File: src/rtl/text_pkg.sv
// text_pkg: shared widths and enums for the text RAM arbiter
package text_pkg;
    localparam int AW = 10;
    localparam int DW = 8;
    typedef enum logic [1:0] {OWN_NONE, OWN_VIDEO, OWN_HOST} owner_t;
    typedef enum logic {ST_IDLE, ST_FILL} fill_state_t;
endpackage

File: src/rtl/text_fill_seq.sv
// text_fill_seq: walks every RAM cell once writing a latched fill byte
// Ports: i_start pulse begins a fill (ignored while busy), i_stall holds the counter,
// i_value is the fill byte; o_write/o_cnt/o_value drive the RAM write, o_busy/o_done report status.
module text_fill_seq
    import text_pkg::*;
#(
    parameter int AW = text_pkg::AW,
    parameter int DW = text_pkg::DW
) (
    input  logic          clk,
    input  logic          reset,
    input  logic          i_start,
    input  logic          i_stall,
    input  logic [DW-1:0] i_value,
    output logic          o_busy,
    output logic          o_done,
    output logic          o_write,
    output logic [AW-1:0] o_cnt,
    output logic [DW-1:0] o_value
);
    fill_state_t   r_state, w_next;
    logic [AW-1:0] r_cnt, w_cnt;
    logic [DW-1:0] r_value;
    logic          r_done;
    logic          w_write, w_last;

    assign w_write = (r_state == ST_FILL) && !i_stall;
    assign w_last  = w_write && (r_cnt == '1);

    // The counter wraps to zero on the last write, so it is already zero when a new fill starts.
    always_comb begin
        w_next = r_state;
        w_cnt  = w_write ? r_cnt + 1'b1 : r_cnt;
        w_next = (r_state == ST_IDLE) ? (i_start ? ST_FILL : ST_IDLE) : (w_last ? ST_IDLE : ST_FILL);
    end

    always_ff @(posedge clk) begin
        if (reset) begin
            r_state <= ST_IDLE;
            r_cnt   <= '0;
            r_done  <= 1'b0;
            r_value <= '0;
        end else begin
            r_state <= w_next;
            r_cnt   <= w_cnt;
            r_done  <= w_last;
            if (r_state == ST_IDLE && i_start)
                r_value <= i_value;
        end
    end

    assign o_busy  = (r_state == ST_FILL);
    assign o_done  = r_done;
    assign o_write = w_write;
    assign o_cnt   = r_cnt;
    assign o_value = r_value;
endmodule

File: src/rtl/text_ram_arbiter.sv
// text_ram_arbiter: shares the single-port text RAM between video, fill engine and host
// Ports: v_* video read (never stalled), h_* host handshake (held until h_ack),
// fill_* screen-fill control/status, ram_* to/from the 1-cycle synchronous text RAM.
module text_ram_arbiter
    import text_pkg::*;
#(
    parameter int AW = text_pkg::AW,
    parameter int DW = text_pkg::DW
) (
    input  logic          clk,
    input  logic          reset,
    input  logic          v_req,
    input  logic [AW-1:0] v_addr,
    output logic          v_valid,
    output logic [DW-1:0] v_data,
    input  logic          h_req,
    input  logic          h_we,
    input  logic [AW-1:0] h_addr,
    input  logic [DW-1:0] h_wdata,
    output logic          h_ack,
    output logic [DW-1:0] h_rdata,
    input  logic          fill_start,
    input  logic [DW-1:0] fill_value,
    output logic          fill_busy,
    output logic          fill_done,
    output logic          ram_we,
    output logic [AW-1:0] ram_addr,
    output logic [DW-1:0] ram_din,
    input  logic [DW-1:0] ram_dout
);
    owner_t        r_own, w_own;
    logic          w_h_grant, w_fill_we;
    logic [AW-1:0] w_fill_addr;
    logic [DW-1:0] w_fill_din;

    text_fill_seq #(.AW(AW), .DW(DW)) u_fill (
        .clk     (clk),
        .reset   (reset),
        .i_start (fill_start),
        .i_stall (v_req),
        .i_value (fill_value),
        .o_busy  (fill_busy),
        .o_done  (fill_done),
        .o_write (w_fill_we),
        .o_cnt   (w_fill_addr),
        .o_value (w_fill_din)
    );

    // The ack cycle is excluded so a still-asserted h_req is not granted twice.
    assign w_h_grant = h_req & ~v_req & ~fill_busy & ~h_ack;

    // Writes are suppressed during reset so an aborted fill leaves the current cell untouched.
    always_comb begin
        w_own    = v_req ? OWN_VIDEO : (w_h_grant ? OWN_HOST : OWN_NONE);
        ram_we   = ~reset & (w_fill_we | (w_h_grant & h_we));
        ram_addr = v_req ? v_addr : (w_fill_we ? w_fill_addr : h_addr);
        ram_din  = w_fill_we ? w_fill_din : h_wdata;
    end

    always_ff @(posedge clk) begin
        if (reset)
            r_own <= OWN_NONE;
        else
            r_own <= w_own;
    end

    assign v_valid = (r_own == OWN_VIDEO);
    assign h_ack   = (r_own == OWN_HOST);
    assign v_data  = ram_dout;
    assign h_rdata = ram_dout;
endmodule
File: config.mk
export PLATFORM = sky130hd
export DESIGN_NAME = text_ram_arbiter
export DESIGN_NICKNAME = d
export VERILOG_FILES = /design/src/rtl/text_pkg.sv /design/src/rtl/text_fill_seq.sv /design/src/rtl/text_ram_arbiter.sv
export SDC_FILE = /design/constraint.sdc
export NUM_CORES = 1
export LEC_CHECK = 0
export BUFFER_PORTS_ARGS = -buffer_cell sky130_fd_sc_hd__buf_2
export CAP_MARGIN = 20
export CORE_MARGIN = 2
export CORE_UTILIZATION = 37
export CTS_CLUSTER_SIZE = 20
export DETAILED_ROUTE_END_ITERATION = 12
export PLACE_DENSITY = 0.73
export RECOVER_POWER = 50
export SYNTH_ARGS = -nofsm -noshare
export SYNTH_HDL_FRONTEND = slang
export SYNTH_SLANG_ARGS = --single-unit
File: constraint.sdc
create_clock -name clk -period 1.59 [get_ports clk]
set_clock_uncertainty 0.15 [all_clocks]
set_input_delay 0.2385 -clock clk [delete_from_list [all_inputs] [get_ports clk]]
set_output_delay 0.2385 -clock clk [all_outputs]
set_load 0.1 [all_outputs]
# --- Word-level counts from Yosys, hierarchy flattened ---
# Cells that the tools add are included.
totals:
  register_bits: 22
  input_bits: 50
  wordCells: 33
op_classes:
  addsub: 1
  n_eq_ne: 3
  muxes: 8
  bitwise_logic: 10
  n_reduce_logical: 5
op_table:
  columns: ["op", "n"]
  rows:
  - ["$mux 10", 2]
  - ["$add 10x1->10 const B", 1]
  - ["$eq 10x10->1 const B", 1]
  - ["$mux 8", 1]
  - ["$and 1x1->1", 5]
  - ["$mux 1", 4]
  - ["$not 1->1", 4]
  - ["$logic_and 1x1->1", 3]
  - ["$eq 2x1->1 const B", 1]
  - ["$eq 2x2->1 const B", 1]
  - ["$mux 2", 1]
  - ["$reduce_or 2->1", 1]
  - ["$logic_not 1->1", 1]
  - ["$or 1x1->1", 1]

# --- Logic depth before layout (Yosys ltp) ---
depth:
  word_depth: 7
  mapped_depth: 5
  ltp_nobuf: 4

# --- Modules after synthesis ---
# From an unflattened synthesis, not the netlist that was laid out.
hier_totals:
  hier_cells: 152
  area_unflattened_um2: 1341.3
by_module_without_submodules:
  columns: ["mod", "n_inst", "cells_each", "area_each_um2", "seq_area_each_um2"]
  rows:
  - ["text_fill_seq", 1, 84, 820.8, 400.4]
  - ["text_ram_arbiter", 1, 68, 520.5, 40.0]

# --- Worst setup path before layout ---
# Ideal clock, no wire load.
synth_path:
  path_kind: "register to output"
  from: "register u_fill.r_state, in the netlist u_fill.o_busy"
  to: "output port ram_addr[5]"
  arrival_time_ns: 3.700
  path_slack_ns: -2.498
  path_stages_with_launch: 5
  path_buffers: 2
  path_cell_list: "dfxtp_1 -> buf_4 -> buf_2 -> mux2i_1 -> o21ai_0"
synth_via:
  elab_chain_len: 3
synth_lines:
  columns: ["element", "line", "text"]
  rows:
  - ["start: declaration", "text_fill_seq.sv:21", "fill_state_t r_state, w_next;"]
  - ["start signal: assignment", "text_fill_seq.sv:44", "r_state <= w_next;"]
  - ["$logic_and 1x1->1", "text_fill_seq.sv:27", "assign w_write = (r_state == ST_FILL) && !i_stall;"]
  - ["$mux 10 (2 in series)", "text_ram_arbiter.sv:56", "ram_addr = v_req ? v_addr : (w_fill_we ? w_fill_addr : h_addr);"]
  - ["end: declaration", "text_ram_arbiter.sv:27", "output logic [AW-1:0] ram_addr,"]
# No other way between the ends.

# --- Final worst setup path ---
layout_path:
  from: "register u_fill.r_state, in the netlist u_fill.o_busy"
  to: "output port ram_din[3]"
layout_via:
  elab_chain_len: 2
layout_lines:
  columns: ["element", "line", "text"]
  rows:
  - ["$logic_and 1x1->1", "text_fill_seq.sv:27", null]
  - ["$mux 8", "text_ram_arbiter.sv:57", "ram_din = w_fill_we ? w_fill_din : h_wdata;"]
  - ["end: declaration", "text_ram_arbiter.sv:28", "output logic [DW-1:0] ram_din,"]
# No other way between the ends.

==> results.py <==
metrics = {
    "worst_setup_path": {
        "cp_num_cells": 4,
        "cp_cell_sequence": "buf_12 -> nand2b_4 -> mux2_4 -> buf_12",
        "slowest_stage": "dfxtp_4",
        "cp-end-kind": "output pin",
        "cp.arrival_ns": 1.43,
        "critPathMostFrequentCell": "buf_12",
        "required_ns": 1.20,
        "critPathKind": "reg -> out",
        "critPathMaxFanout": 5,
        "r2r_cells": 5,
        "cpLargestDelayFamily": "flip-flops",
        "slowest_delay_ns": 0.40,
        "cp-start-kind": "flop",
        "critPathBufInv": 2,
    },
    "power_and_ir_drop": {
        "powerDensity_mw_per_mm2": 722,
        "p_leak_nw": 1.08,
        "ir_drop_mv": 0.360,
        "p_total_mw": 1.75,
    },
    "grt": {
        "antenna_found_initial": 0,
        "grt_pass1_wl_um": 6020,
        "grt_overflow": 0,
        "gr-usage-all-layers": 0.184,
        "grt_max_degree": 24,
        "grt_pass1_vias": 1397,
    },
    "placement": {
        "numPortBuffers": 64,
        "hpwl_um": 2780,
        "placedInstanceArea_sq_mm": 0.00216,
        "gp_congestion": 0.734,
    },
    "synth": {
        "synth_cell_types": 31,
        "synth-seq-area-share": 0.330,
        "netlist_area_sq_mm": 0.00133,
        "synth_edf_count": 0,
        "synth_ff_type": "dfxtp_1",
        "synth-simple-area-share": 0.193,
        "synth_top_area_share": 0.330,
        "synth.area.top_cells": "dfxtp_1 33%, mux2i_1 14%, buf_4 9.6%",
        "ys_ff_latch": 22,
        "syn-num-nets": 203,
        "synth_most_common_cell": "dfxtp_1",
        "synth_compound_area_frac": 0.109,
        "synth_fa_ha_area_frac": 0.00938,
        "synth_top_family_by_area": "multiplexers",
        "synthArstFlopShare": 0,
        "yosys-top-cells-count": "22 x dfxtp_1, 19 x mux2i_1, 17 x buf_4",
        "avgSynthCellArea_sq_um": 8.77,
        "netlist_instances": 152,
        "yosys.area_share.xor_xnor": 0.0131,
        "synth.area.mux_share": 0.210,
        "synth_top_area_cell": "dfxtp_1",
        "yosysWarnings": 0,
    },
    "clocking": {
        "cts_buffers": 3,
        "cts.sinks": 22,
        "cts_root_buffer": "clkbuf_4",
        "clkTransAtPathRegs_ns": 0.13,
        "cts_buffer_depth": 2,
        "cts_tree": "built",
        "htree_levels": 1,
        "clk-insertion-delay-late_ns": 0.31,
    },
    "detailed_routing": {
        "route.detailed.drc": 0,
        "viasPerCell": 4.99,
        "dr.pass1.iters": 4,
        "wl_per_cell_um": 14.0,
        "drt_wl_total_um": 3650,
        "vias": 1302,
        "drt-initial-drc-count": 18,
        "drt.antenna.violating_nets": 0,
    },
    "outcome": {
        "violations": "negative setup slack",
        "status": "finished, violations left",
    },
    "timing": {
        "fmax_ghz": 0.551,
        "fin_ws_ns": -0.224,
        "slew_violations": 0,
        "finalSetupViolations": 19,
        "fin_crit_sh": 1.14,
        "slew_headroom": 0.680,
        "fin_crit_ns": 1.81,
        "rsz0062_at_grt": "yes",
        "final-hold-violation-count": 0,
        "tightest_slew_ns": 0.483,
    },
    "layout": {
        "final_nets": 267,
        "final_cell_area_sq_mm": 0.00242,
        "n_antenna_cell": 0,
        "layout-drive-gt1-share": 0.619,
        "synthToLayoutAreaGrowth_pct": 81.8,
    },
    "floorplan": {
        "coreArea_sq_mm": 0.00339,
        "die_y_um": 64.0,
        "ios": 89,
        "die_w_um": 64.0,
        "fp-row-count": 21,
        "dieArea_sq_mm": 0.00410,
        "start_util": 0.394,
    },
    "job": {
        "drv_cap": 0,
    },
    "hold_path": {
        "whs_path_depth": 3,
        "min_path_type": "in -> reg",
    },
}
-- kinds of logic (layout without fill, tap and decap cells) --
kind of cell / count (synthesis) / after routing
compound gates: 26 / 26
xor+xnor: 2 / 2
fa+ha+maj: 1 / 1
buf+inv: 28 / 90
flops: 22 / 22
mux: 27 / 27
simple gates: 46 / 47
-- worst min-delay path, delay by kind of cell --
family / cells / cell delay (ns)
simple gates: 1 / 0.07
buf+inv: 1 / 0.08
mux: 1 / 0.06
-- power by group --
part | internal, mW | switching (mW) | total (mW)
combinational | 0.352 | 0.503 | 0.854
sequential | 0.570 | 0.0137 | 0.583
clock | 0.140 | 0.173 | 0.313
-- placed cells by master (no fill, tap or decap), types with 4 or more instances in the layout --
master,count
o21ai_4,10
nor2_1,12
buf_2,42
a21oi_1,5
mux2i_4,8
mux2_4,8
mux2i_1,9
buf_12,24
nand2_1,13
dfxtp_1,19
o31ai_1,4
buf_4,16
-- final timing paths --
check | from | end | slack (ns)
worst max-delay path | u_fill.o_busy | ram_din[3] | -0.22
worst min-delay path | fill_value[6] | u_fill.o_value[6] | 0.01
worst max register to register | u_fill.o_busy | u_fill.o_cnt[7] | 0.02
worst min register to register | u_fill.o_value[6] | u_fill.o_value[6] | 0.36
-- registers in the layout, summed over array words and instances, names as in the netlist --
signal and cells:
r_own 2, u_fill.o_busy 1, u_fill.o_cnt 10, u_fill.o_value 8
u_fill.o_done 1
-- stage by stage --
step | setup WS (ns) | TNS, ns | hold slack (ns) | util | std cells
2_1_floorplan | -0.488 | -4.54 | 0.160 | - | 152
3_3_place_gp | 0.0132 | 0 | 0.325 | 0.638 | 249
3_5_place_dp | -0.00107 | -0.00107 | 0.328 | 0.638 | 249
4_1_cts | -0.213 | -3.81 | 0.0147 | 0.684 | 255
5_1_grt | -0.260 | -4.74 | 0.0252 | 0.715 | 261
6_report | -0.224 | -3.92 | 0.0113 | 0.715 | 261
-- repair_timing --
action	CTS	global route
gates resized for setup	19	13
hold buffers	0	0
setup buffers	3	6
pin swaps	3	3
endpoints found under the setup margin	19	29
cloned	0	1
-- layer usage --
metal	global-route usage	wire, um
met2	0.353	1940
met4	0.0625	64
met1	0.197	1360
met5	0	0
met3	0.0352	289
-- cell type report --
class / count / area, sq um
clock buffers: 4 / 36.3
fillers: 249 / 965
inverters: 3 / 11.3
multi-input cells: 103 / 1050
flip-flops and latches: 22 / 447
well taps: 46 / 57.6
repair buffers: 83 / 822
No activity file was read; power rests on OpenSTA's default activity.
